### src/rtl/osc_pkg.sv
// Shared types and default sizes for the oscilloscope capture controller.
// Latency: n/a (types and constants only).
// Backpressure: n/a.
// Contents: capture state encoding, default RAM address width and ADC sample width.
package osc_pkg;

    localparam int ADDR_W_DEF = 10;
    localparam int DATA_W_DEF = 10;

    typedef enum logic [2:0] {
        IDLE      = 3'd0,
        PRE_FILL  = 3'd1,
        WAIT_TRIG = 3'd2,
        POST      = 3'd3,
        DONE      = 3'd4,
        READ      = 3'd5
    } capt_state_t;

endpackage

### src/rtl/osc_trig_detect.sv
// Level-crossing trigger detector: remembers the previous accepted sample and flags a crossing.
// Latency: hit is combinational on the current sample; prev sample registers on each valid.
// Backpressure: none; every valid sample is consumed.
// Ports: clk, rst_n; valid/data = accepted sample; level/rising = threshold and edge;
//        clear = forget the previous sample; hit = crossing on this sample.
module osc_trig_detect #(
    parameter int DATA_W = 10
) (
    input  logic              clk,
    input  logic              rst_n,
    input  logic              valid,
    input  logic [DATA_W-1:0] data,
    input  logic [DATA_W-1:0] level,
    input  logic              rising,
    input  logic              clear,
    output logic              hit
);

    logic [DATA_W-1:0] prev_dat;
    logic              prev_vld;

    always_ff @(posedge clk or negedge rst_n) begin
        if (!rst_n) begin
            prev_dat <= '0;
            prev_vld <= 1'b0;
        end else if (clear) begin
            prev_vld <= 1'b0;
        end else if (valid) begin
            prev_dat <= data;
            prev_vld <= 1'b1;
        end
    end

    // A crossing needs two consecutive accepted samples straddling the level.
    always_comb begin
        hit = 1'b0;
        if (valid && prev_vld) begin
            if (rising) hit = (prev_dat < level) && (data >= level);
            else        hit = (prev_dat > level) && (data <= level);
        end
    end

endmodule

### src/rtl/osc_capture_ctrl.sv
// Capture sequencer: circular pre-trigger fill, level trigger, post fill, freeze, ordered readout.
// Latency: RAM write registered 1 cycle after adc_valid; rd_valid 1 cycle after each read address.
// Backpressure: none; ADC samples are written or dropped by state, readout streams at one per cycle.
// Ports: arm/abort/rd_start control pulses; trig_* and pre_samples configure the capture;
//        adc_valid/adc_data in; ram_* drive the dual-port RAM; rd_valid/rd_data stream the capture;
//        trig_addr, done and busy report status.
module osc_capture_ctrl
    import osc_pkg::*;
#(
    parameter int ADDR_W = ADDR_W_DEF,
    parameter int DATA_W = DATA_W_DEF
) (
    input  logic              clk,
    input  logic              rst_n,
    input  logic              arm,
    input  logic              abort,
    input  logic              trig_rising,
    input  logic [DATA_W-1:0] trig_level,
    input  logic [ADDR_W-1:0] pre_samples,
    input  logic              adc_valid,
    input  logic [DATA_W-1:0] adc_data,
    input  logic              rd_start,
    input  logic [DATA_W-1:0] ram_rdata,
    output logic              ram_we,
    output logic [ADDR_W-1:0] ram_waddr,
    output logic [DATA_W-1:0] ram_wdata,
    output logic [ADDR_W-1:0] ram_raddr,
    output logic              rd_valid,
    output logic [DATA_W-1:0] rd_data,
    output logic [ADDR_W-1:0] trig_addr,
    output logic              done,
    output logic              busy
);

    localparam logic [ADDR_W-1:0] ADDR_ONE = ADDR_W'(1);

    capt_state_t       state, state_nxt;
    logic [ADDR_W-1:0] wr_ptr;
    logic [ADDR_W-1:0] cnt;
    logic [ADDR_W-1:0] pre_r;
    logic [ADDR_W-1:0] post_r;
    logic [ADDR_W-1:0] start_addr;
    logic [ADDR_W-1:0] rd_cnt;
    logic              capt_wr_en;
    logic              accept;
    logic              arm_ok;
    logic              read_go;
    logic              trig_hit;
    logic              trig_fire;
    logic              pre_done;

    osc_trig_detect #(.DATA_W(DATA_W)) u_trig (
        .clk    (clk),
        .rst_n  (rst_n),
        .valid  (accept),
        .data   (adc_data),
        .level  (trig_level),
        .rising (trig_rising),
        .clear  (arm_ok && !abort),
        .hit    (trig_hit)
    );

    // State register
    always_ff @(posedge clk or negedge rst_n) begin
        if (!rst_n) state <= IDLE;
        else        state <= state_nxt;
    end

    // Decode / outputs
    always_comb begin
        // Once the post count is exhausted, the next sample would overwrite the oldest
        // pre-trigger sample, so the last POST cycle writes nothing.
        capt_wr_en = (state == PRE_FILL) || (state == WAIT_TRIG) ||
                     ((state == POST) && (cnt != '0));
        accept     = adc_valid && capt_wr_en && !abort;
        arm_ok     = arm && ((state == IDLE) || (state == DONE));
        read_go    = rd_start && (state == DONE) && !arm;
        trig_fire  = (state == WAIT_TRIG) && trig_hit;
        // Leave as soon as the pre-th sample is written; pre=0 leaves on the first cycle.
        pre_done   = (cnt == pre_r) || (accept && ((cnt + ADDR_ONE) == pre_r));
        busy       = (state == PRE_FILL) || (state == WAIT_TRIG) ||
                     (state == POST) || (state == READ);
        rd_data    = rd_valid ? ram_rdata : '0;
    end

    // Next state; abort overrides everything.
    always_comb begin
        state_nxt = state;
        if (abort) begin
            state_nxt = IDLE;
        end else begin
            case (state)
                IDLE:      if (arm_ok) state_nxt = PRE_FILL;
                PRE_FILL:  if (pre_done) state_nxt = WAIT_TRIG;
                WAIT_TRIG: if (trig_fire) state_nxt = POST;
                POST:      if (cnt == '0) state_nxt = DONE;
                DONE: begin
                    if (arm_ok)       state_nxt = PRE_FILL;
                    else if (read_go) state_nxt = READ;
                end
                READ:      if (rd_cnt == '1) state_nxt = DONE;
                default:   state_nxt = IDLE;
            endcase
        end
    end

    // Datapath
    always_ff @(posedge clk or negedge rst_n) begin
        if (!rst_n) begin
            wr_ptr     <= '0;
            cnt        <= '0;
            pre_r      <= '0;
            post_r     <= '0;
            start_addr <= '0;
            rd_cnt     <= '0;
            ram_we     <= 1'b0;
            ram_waddr  <= '0;
            ram_wdata  <= '0;
            ram_raddr  <= '0;
            rd_valid   <= 1'b0;
            trig_addr  <= '0;
            done       <= 1'b0;
        end else begin
            ram_we   <= accept;
            rd_valid <= (state == READ) && !abort;
            // wr_ptr deliberately survives arm so the buffer keeps rotating between captures.
            if (accept) begin
                ram_waddr <= wr_ptr;
                ram_wdata <= adc_data;
                wr_ptr    <= wr_ptr + ADDR_ONE;
            end
            if (abort) begin
                done <= 1'b0;
            end else begin
                case (state)
                    IDLE, DONE: begin
                        if (arm_ok) begin
                            done   <= 1'b0;
                            cnt    <= '0;
                            // An ADDR_W-wide count is already at most DEPTH-1.
                            pre_r  <= pre_samples;
                            post_r <= ~pre_samples;
                        end else if (read_go) begin
                            ram_raddr <= start_addr;
                            rd_cnt    <= '0;
                        end
                    end
                    PRE_FILL: begin
                        if (accept && (cnt != pre_r)) cnt <= cnt + ADDR_ONE;
                    end
                    WAIT_TRIG: begin
                        if (trig_fire) begin
                            trig_addr <= wr_ptr;
                            cnt       <= post_r;
                        end
                    end
                    POST: begin
                        if (cnt == '0) begin
                            done       <= 1'b1;
                            start_addr <= trig_addr - pre_r;
                        end else if (accept) begin
                            cnt <= cnt - ADDR_ONE;
                        end
                    end
                    READ: begin
                        ram_raddr <= ram_raddr + ADDR_ONE;
                        rd_cnt    <= rd_cnt + ADDR_ONE;
                    end
                    default: ;
                endcase
            end
        end
    end

endmodule

### config.mk
export PLATFORM = sky130hd
export DESIGN_NAME = osc_capture_ctrl
export DESIGN_NICKNAME = d
export VERILOG_FILES = /design/src/rtl/osc_pkg.sv /design/src/rtl/osc_trig_detect.sv /design/src/rtl/osc_capture_ctrl.sv
export SDC_FILE = /design/constraint.sdc
export NUM_CORES = 1
export LEC_CHECK = 0
export CAP_MARGIN = 20
export CORE_MARGIN = 1.5
export CORE_UTILIZATION = 61
export CTS_BUF_LIST = sky130_fd_sc_hd__clkbuf_8
export CTS_CLUSTER_DIAMETER = 60
export DETAILED_ROUTE_END_ITERATION = 12
export GPL_ROUTABILITY_DRIVEN = 0
export PLACE_DENSITY = 0.9
export SLEW_MARGIN = 5
export SYNTH_ARGS = -nofsm -noshare
export SYNTH_HDL_FRONTEND = slang
export SYNTH_SLANG_ARGS = --single-unit
### constraint.sdc
create_clock -name clk -period 7.79 [get_ports clk]
set_input_delay 2.337 -clock clk [delete_from_list [all_inputs] [get_ports clk]]
set_output_delay 2.337 -clock clk [all_outputs]
set_load 0.02 [all_outputs]
Word-level counts from Yosys, hierarchy flattened:

Cells that the tools add are included.
Widths: inputs -> output; s select.

* bitwise gates (word level): 3
* multiplexer cells: 30
* order comparisons: 4
* equal/unequal tests: 23
* add/sub/neg operators: 6
* reductions and logical operators: 38

Operators by type and width (count)
* $mux 10: 10
* $add 10x1->10 const B: 4
* $pmux 10 s2: 2
* $pmux 10 s4: 1
* $mux 3: 8
* $eq 10x10->1: 2
* $pmux 3 s6: 1
* $logic_and 1x1->1: 14
* $ne 2x2->1 const B: 6
* $ne 3x3->1 const B: 4
* $reduce_and 3->1: 4
* $eq 10x10->1 const B: 1
* $ge 10x10->1: 1
* $gt 10x10->1: 1
* $le 10x10->1: 1
* $logic_not 10->1: 1
* $lt 10x10->1: 1
* $ne 10x10->1: 1
* $not 10->10: 1
* $reduce_bool 10->1: 1
* $sub 10x1->10 const B: 1
* $sub 10x10->10: 1
* $mux 1: 7
* $reduce_and 7->1: 1
* 18 further kinds: 29

* flip-flop bits (word level): 117
* word-level logic and storage cells: 120
* bits of input ports: 47
* output and inout port bits: 54

Depth between registers and ports, before layout:

Gate-level depths: netlist of the first run.

* depth in word-level cells: 11
* gate-level depth with buffers: 13
* depth with buffers taken out: 11

Modules after synthesis:

Synthesis of the first run repeated with hierarchy kept, for this count alone.

* cell total of the unflattened synthesis: 709
* area total of the unflattened synthesis: 6697.7 µm²

By module, submodules not included
* osc_capture_ctrl: instances 1, seq. area each 2652.5 µm², area an instance 5790.6 µm², cells an instance 615
* osc_trig_detect: instances 1, seq. area each 275.3 µm², area an instance 907.1 µm², cells an instance 94

Worst setup path before layout of the first run:

Ideal clock, no wire load.

* path kind: input -> output
* start: input port ram_rdata[0]
* end: output port rd_data[0]
* slack: 2.900 ns
* required time: 5.453 ns
* data arrival time: 2.553 ns
* buffers on the path: 0
* stages on the path: 1
* cells stage by stage: and2_1

* cells in the longest elaborated chain, start to end: 1

Ends and longest elaborated chain
* from (decl): RTL line osc_capture_ctrl.sv:23 `input logic [DATA_W-1:0] ram_rdata,`
* $mux 10: RTL line osc_capture_ctrl.sv:83 `rd_data = rd_valid ? ram_rdata : '0;`
* to (decl): RTL line osc_capture_ctrl.sv:29 `output logic [DATA_W-1:0] rd_data,`

Every way passes these cells.

Worst setup path in the final report of the first run:

Ends and elaborated chain as after synthesis.

==> summary.md, run 1 <==
| Metric | Value |
|---|---|
| Die area | `roughly 12000 um^2` |
| Max-slew headroom | `a little under half` |
| Synth cell types | `a little over 70` |
| # H-tree levels | `4` |
| Total track usage | `between 30% and 40%` |
| Top_reg_cell synth | `dfrtp_1` |
| Final worst setup slack | `around 1.9 ns` |
| Vias | `roughly 5800` |
| Post-synth top area cell | `dfrtp_1` |
| Crit Reg-Reg Endpoint | `state[0]` |
| Initial antenna violation count | `0` |
| Worst VDD drop | `around 0.24 mV` |
| Hold-fix buffers, CTS | `0` |
| Worst-Skew Late Latency | `around 0.45 ns` |
| Count leader, synth | `nand2_1` |
| Synth Register Bits | `~120` |
| Max Clock Freq | `around 170 MHz` |
| Final Util | `between 70% and 80%` |
| Final hold violation count | `0` |
| # rows | `38` |
| Postcts setup bufs | `0` |
| Period utilization | `around three quarters` |
| MaxCap Viol Count | `0` |
| Unrepaired setup endpoints after global routing | `no` |
| Syn Inst Count | `between 700 and 800` |
| Clock share of power | `20.0%` |
| Fin crit period | `about 6 ns` |
| Critical path type | `in2out` |
| Pin count of the biggest net entering global routing | `between 90 and 100` |
| Mapped Area | `between 6000 and 7000 um^2` |
| Sequential Power Share | `approximately two fifths` |
| Fin Clk Skew | `0.0105 ns` |
| Vias in the first global route | `5812` |
| Sink Count | `around 120` |
| Layout cells sized above 1 | `under 10%` |
| HPWL after DPL | `between 10000 and 15000 um` |
| Crit-path max FO | `1` |
| Sw Pwr | `~1000 uW` |
| Die height | `108 um` |
| Hold Path Stages | `2` |
| Mean Syn Cell Area | `around 9 um^2` |
| Worst Tran Pin Value | `0.806 ns` |
| Crit. End Element | `output port` |
| Switch share | `40.8%` |
| Root Driver | `clkbuf_8` |
| Final setup fails | `0` |
| Main area contributors after synthesis | `dfrtp_1, nand2_1, ha_1, o21ai_0, a21oi_1` |
| Register-to-Register Setup Slack | `around 4.5 ns` |
| Die width | `108 um` |
| Core ar. | `about 11000 um^2` |
| Post-synth top area share | `between 40% and 50%` |
| I/O Pins | `between 100 and 150` |
| Worst hold endpoint | `ram_wdata[1]` |
| FFs w/ async S/R, synth | `100%` |
| Setup tns final | `0 ns` |
| Syn_nets | `approximately 830` |
| Arrival @ worst endpoint | `3.52 ns` |
| Final Max Slew Viols | `0` |
| Final #Nets | `about 920` |
| Number of I/O port buffers | `100` |
| WL final | `approximately 16000 um` |
| CP required | `~5.5 ns` |
| Power Dens Cells | `around 310 nW/um^2` |
| Ys Warns | `0` |
| Worst r2r src | `state[0]` |
| Post-route DRC | `0` |
| DP Worst Slack | `between 1.5 and 2 ns` |
| Average routed wire per standard cell | `about 17 um` |
| First-pass GRT wire length | `about 27000 um` |
| EDFF count, synth | `0` |
| DRT iter0 DRCs | `470` |
| CP Launch Type | `primary input` |
| Outcome | `completed` |
| LEAKAGE | `about 0.0038 uW` |
| Clock-pin slew on the worst setup and hold paths | `~0.06 ns` |
| Worst reg2reg path depth | `10` |
| Internal | `around 1500 uW` |
| P&R area growth vs syn | `21.1%` |
| Logic pwr share | `40.5%` |
| PostCTS Resize Cnt | `0` |
| Diode count | `0` |
| Routed Antenna Nets | `0` |
| CTS Buf Count | `17` |
| Vias per cell | `approximately 6` |
| Fill cells | `748` |
| Hold/Removal Path Class | `reg2reg` |
| Hold_sp | `ram_wdata[1]` |
| Overflow left after global routing | `0` |
| CTS tree | `built` |
| Sequential area share after synthesis | `a little over two fifths` |
| Clock Tree Buf Depth | `2` |
| Starting density of the core | `between 60% and 70%` |
| Commonest cells in the netlist | `nand2_1, dfrtp_1, o21ai_0` |
| Drt pass-1 iters | `5` |
-- cell families after synthesis --
kind of cell / Yosys count / synth area share [%]
simple gates: 304 / 21.9
compound gates: 158 / 14.5
flops: 117 / 43.7
buf+inv: 75 / 5.18
xor+xnor: 40 / 5.35
fa+ha+maj: 36 / 6.84
mux: 12 / 2.56
-- sequential cells by signal (all words and copies together), names as in the netlist --
| name | cells |
|---|---|
| rd_cnt | 10 |
| pre_r | 10 |
| rd_valid | 1 |
| ram_raddr | 10 |
| trig_addr | 10 |
| ram_wdata | 10 |
| wr_ptr | 10 |
| u_trig.prev_dat | 10 |
| start_addr | 10 |
| cnt | 10 |
| ram_waddr | 10 |
| post_r | 10 |
| state | 3 |
| done | 1 |
| u_trig.prev_vld | 1 |
| ram_we | 1 |
-- cell type report --
cell class / instances / area, um^2 / area share [%]
multi-input combinational: 550 / 3420 / 42.2
clock buffer: 20 / 275 / 3.40
timing repair buffer: 105 / 1060 / 13.0
clock inverter: 10 / 83.8 / 1.03
inverter: 44 / 165 / 2.04
sequential: 117 / 2930 / 36.1
tap: 140 / 175 / 2.16
-- metrics by stage --
stage                     instances  cell area (um^2)  hold WS (ns)  total power (uW)
after floorplan                 742              6690         0.443              1690
final                           986              8100         0.478              2540
after detailed placement        955              7720         0.461              2010
after global routing            986              8100         0.503              2710
after CTS                       985              8080         0.481              2530
after global placement          955              7720         0.462              1950
-- worst max-delay path: stages --
cell and delay (ns):
clkdlybuf4s50_1 0.45, and2_1 0.13, clkdlybuf4s50_1 0.60
-- how the worst max path moves through the flow --
| stage | depth (start not counted) | slack, ns | start | endpoint |
|---|---|---|---|---|
| 3_3_place_gp | 3 | 1.93 | ram_rdata[0] | rd_data[0] |
| 2_1_floorplan | 1 | 2.90 | ram_rdata[0] | rd_data[0] |
| 4_1_cts | 3 | 1.92 | ram_rdata[0] | rd_data[0] |
| 5_1_grt | 3 | 1.89 | ram_rdata[1] | rd_data[1] |
| 3_5_place_dp | 3 | 1.93 | ram_rdata[1] | rd_data[1] |
| 6_report | 3 | 1.93 | ram_rdata[0] | rd_data[0] |
-- routing by layer --
metal  part of all wire (%)  vias to the layer above  track usage, %
met4                    3.3                        0            14.8
met5                      0                        -               0
met1                     41                     2756            37.7
met3                    8.5                       47            9.02
met2                     48                      288            49.1
li1                       -                     2742               -
-- power by group through the flow --
stage | Combinational [uW] | Clock (uW) | Sequential [uW]
2_1_floorplan | 716 | 0 | 974
3_3_place_gp | 963 | 0 | 989
3_5_place_dp | 1010 | 0 | 1000
4_1_cts | 1020 | 518 | 994
5_1_grt | 1140 | 544 | 1030
6_report | 1030 | 509 | 1000
-- placed cells by master (no fill, tap or decap), types with 4 or more instances in the layout --
master and instances:
nor3_1 15, inv_1 42, clkinv_2 4, nand4_1 13, nand2_1 152, and2_1 11
dfrtp_1 117, o31ai_1 6, mux2_4 10, nor2b_1 5, nor3b_1 6, a22oi_1 5
clkdlybuf4s50_1 99, nand3_1 13, a31oi_1 4, o22ai_1 4, a21oi_1 44, clkinvlp_4 4
buf_4 5, nor4_1 4, ha_1 35, clkbuf_8 20, and3_1 18, xnor2_1 24
a221o_1 4, o21ai_0 61, xor2_1 15, a21o_1 6, nor2_1 43
Note: power is estimated with default switching activity, not from simulation.
==> inputs of run 2 (changes only) <==
Settings changed: CORE_UTILIZATION 61 to 51, PLACE_DENSITY 0.9 to 0.8.
Clock period 7.79 ns to 5.3 ns, I/O delays scaled along.
==> summary.md, run 2 (synthesis results as in run 1) <==
| Metric | Value |
|---|---|
| Diode count | `0` |
| Final setup fails | `0` |
| CTS tree | `built` |
| Initial antenna violation count | `0` |
| Worst-Skew Late Latency | `roughly 0.46 ns` |
| Period utilization | `between 80% and 90%` |
| Top Family by Delay on Critical Path | `buffers and inverters` |
| Routed Antenna Nets | `0` |
| Worst Tran Pin Value | `0.749 ns` |
| Average routed wire per standard cell | `16.3 um` |
| Total track usage | `approximately a quarter` |
| Hold-fix buffers, CTS | `0` |
| WL final | `approximately 17000 um` |
| Met1 Track Usage GR | `roughly 30%` |
| Most frequent CP cell | `clkdlybuf4s50_1` |
| CTS Buf Count | `17` |
| Die height | `118 um` |
| Cell area after layout | `~8300 um^2` |
| HPWL after DPL | `about 12000 um` |
| Sink Count | `117` |
| Hold/Removal Path Class | `reg2reg` |
| Crit-path max FO | `1` |
| CP required | `3.71 ns` |
| MaxCap Viol Count | `0` |
| LEAKAGE | `between 0.003 and 0.004 uW` |
| Power Dens Cells | `approximately 480 nW/um^2` |
| # H-tree levels | `4` |
| Postcts setup bufs | `0` |
| PostCTS Resize Cnt | `0` |
| Commonest cells after routing, fill and taps aside | `nand2_1, dfrtp_1, clkdlybuf4s50_1` |
| Max-slew headroom | `roughly 50%` |
| Clock-pin slew on the worst setup and hold paths | `0.07 ns` |
| Clock Tree Buf Depth | `2` |
| CP Buf/Inv Count | `2` |
| Vias per cell | `5.66` |
| Arrival @ worst endpoint | `between 2 and 3 ns` |
| CP Launch Type | `primary input` |
| Die width | `~120 um` |
| Vias | `5782` |
| Fill cells | `roughly 1100` |
| Grt met3 use | `approximately 8%` |
| Final #Nets | `920` |
| Overflow left after global routing | `0` |
| Critical path type | `in2out` |
| Largest stage delay on the critical path | `about 0.6 ns` |
| P&R area growth vs syn | `23.6%` |
| Outcome | `finished with violations` |
| Vias in the first global route | `5824` |
| Max Clock Freq | `approximately 230 MHz` |
| Failing checks | `DRC` |
| GR Layer Usage met2 | `39.6%` |
| I/O Pins | `101` |
| Starting density of the core | `between 50% and 60%` |
| Register area | `approximately 3000 um^2` |
| Post-route DRC | `2` |
| Pin count of the biggest net entering global routing | `51` |
| Layer with the highest usage | `met2` |
| Core ar. | `12700 um^2` |
| Root Driver | `clkbuf_8` |
| # rows | `41` |
| Critical path, cell by cell | `clkdlybuf4s50_1 > and2_1 > clkdlybuf4s50_1` |
| Most common cell after layout, fill and taps aside | `nand2_1` |
| Fin Clk Skew | `0.0102 ns` |
| First-pass GRT wire length | `between 20000 and 30000 um` |
| Drt pass-1 iters | `10` |
| DRT iter0 DRCs | `~520` |
| Final hold violation count | `0` |
| Final Max Slew Viols | `0` |
| Layout cells sized above 1 | `8.59%` |
| Unrepaired setup endpoints after global routing | `no` |
| Fin crit period | `roughly 4.4 ns` |
| Setup tns final | `0 ns` |
| Crit. End Element | `output port` |
| Number of I/O port buffers | `100` |
| Die area | `~14000 um^2` |
| Multi-input gate area in the final layout | `3420 um^2` |
| Worst VDD drop | `about 0.32 mV` |
| CP max-delay cell | `clkdlybuf4s50_1` |
| DP Area | `around 7800 um^2` |
==> run 2: changes by cell type in the layout (fill, tap and decap cells not counted), sizes merged <==
cell / previous run / this run
buf: 6 / 8
bufinv: 1 / 6
clkbuf: 20 / 19
clkinv: 5 / 7
clkinvlp: 4 / 0
==> run 2: report_power, final <==
part / switching (uW) / leakage, uW / internal, uW
Sequential: 316 / 0.00151 / 1160
Clock: 375 / 0.000251 / 631
Combinational: 851 / 0.00212 / 657
Total: 1540 / 0.00389 / 2450
==> run 2: worst reg2reg max path: cells and delay by family (launching register included) <==
family	cells	cell delay (ns)
AOI/OAI and AO/OA	2	0.35
DFF	1	0.83
and+or+nand+nor	6	1.78
==> run 2: metrics by stage <==
stage               util (%)  power [uW]  std cells  setup WS (ns)  hold WS (ns)
finish                  65.0        3990       1022          0.949         0.483
global route            65.0        4240       1022          0.895         0.505
CTS                     65.0        3990       1022          0.943         0.486
detailed placement      61.2        2960        990          0.945         0.462
global placement        61.2        2890        990          0.958         0.459
floorplan                  -        2480        742           1.61         0.443
==> run 2: path summary, 6_finish.rpt <==
| check | from | endpoint | slack, ns | depth (start not counted) |
|---|---|---|---|---|
| worst min-delay path | start_addr[4] | start_addr[4] | 0.48 | 2 |
| min in group asynchronous | rst_n | cnt[8] | 1.17 | 1 |
| worst min register to register | start_addr[4] | start_addr[4] | 0.48 | 2 |
| worst max-delay path | ram_rdata[2] | rd_data[2] | 0.95 | 3 |
| max in group asynchronous | rst_n | cnt[1] | 3.22 | 2 |
| worst max register to register | state[0] | cnt[2] | 2.26 | 8 |
==> run 2: layer usage <==
metal  share of wire [%]  up-vias
met2                  46      248
li1                    -     2752
met1                  41     2727
met4                 4.9        0
met5                   0        -
met3                 8.3       55
==> run 2: layout make-up <==
class	instances	area share [%]
Clock buffer	19	3.16
Tap cell	172	2.60
Clock inverter	13	2.77
Timing Repair Buffer	107	12.7
Sequential cell	117	35.4
Multi-Input combinational cell	550	41.4
Inverter	44	2.00
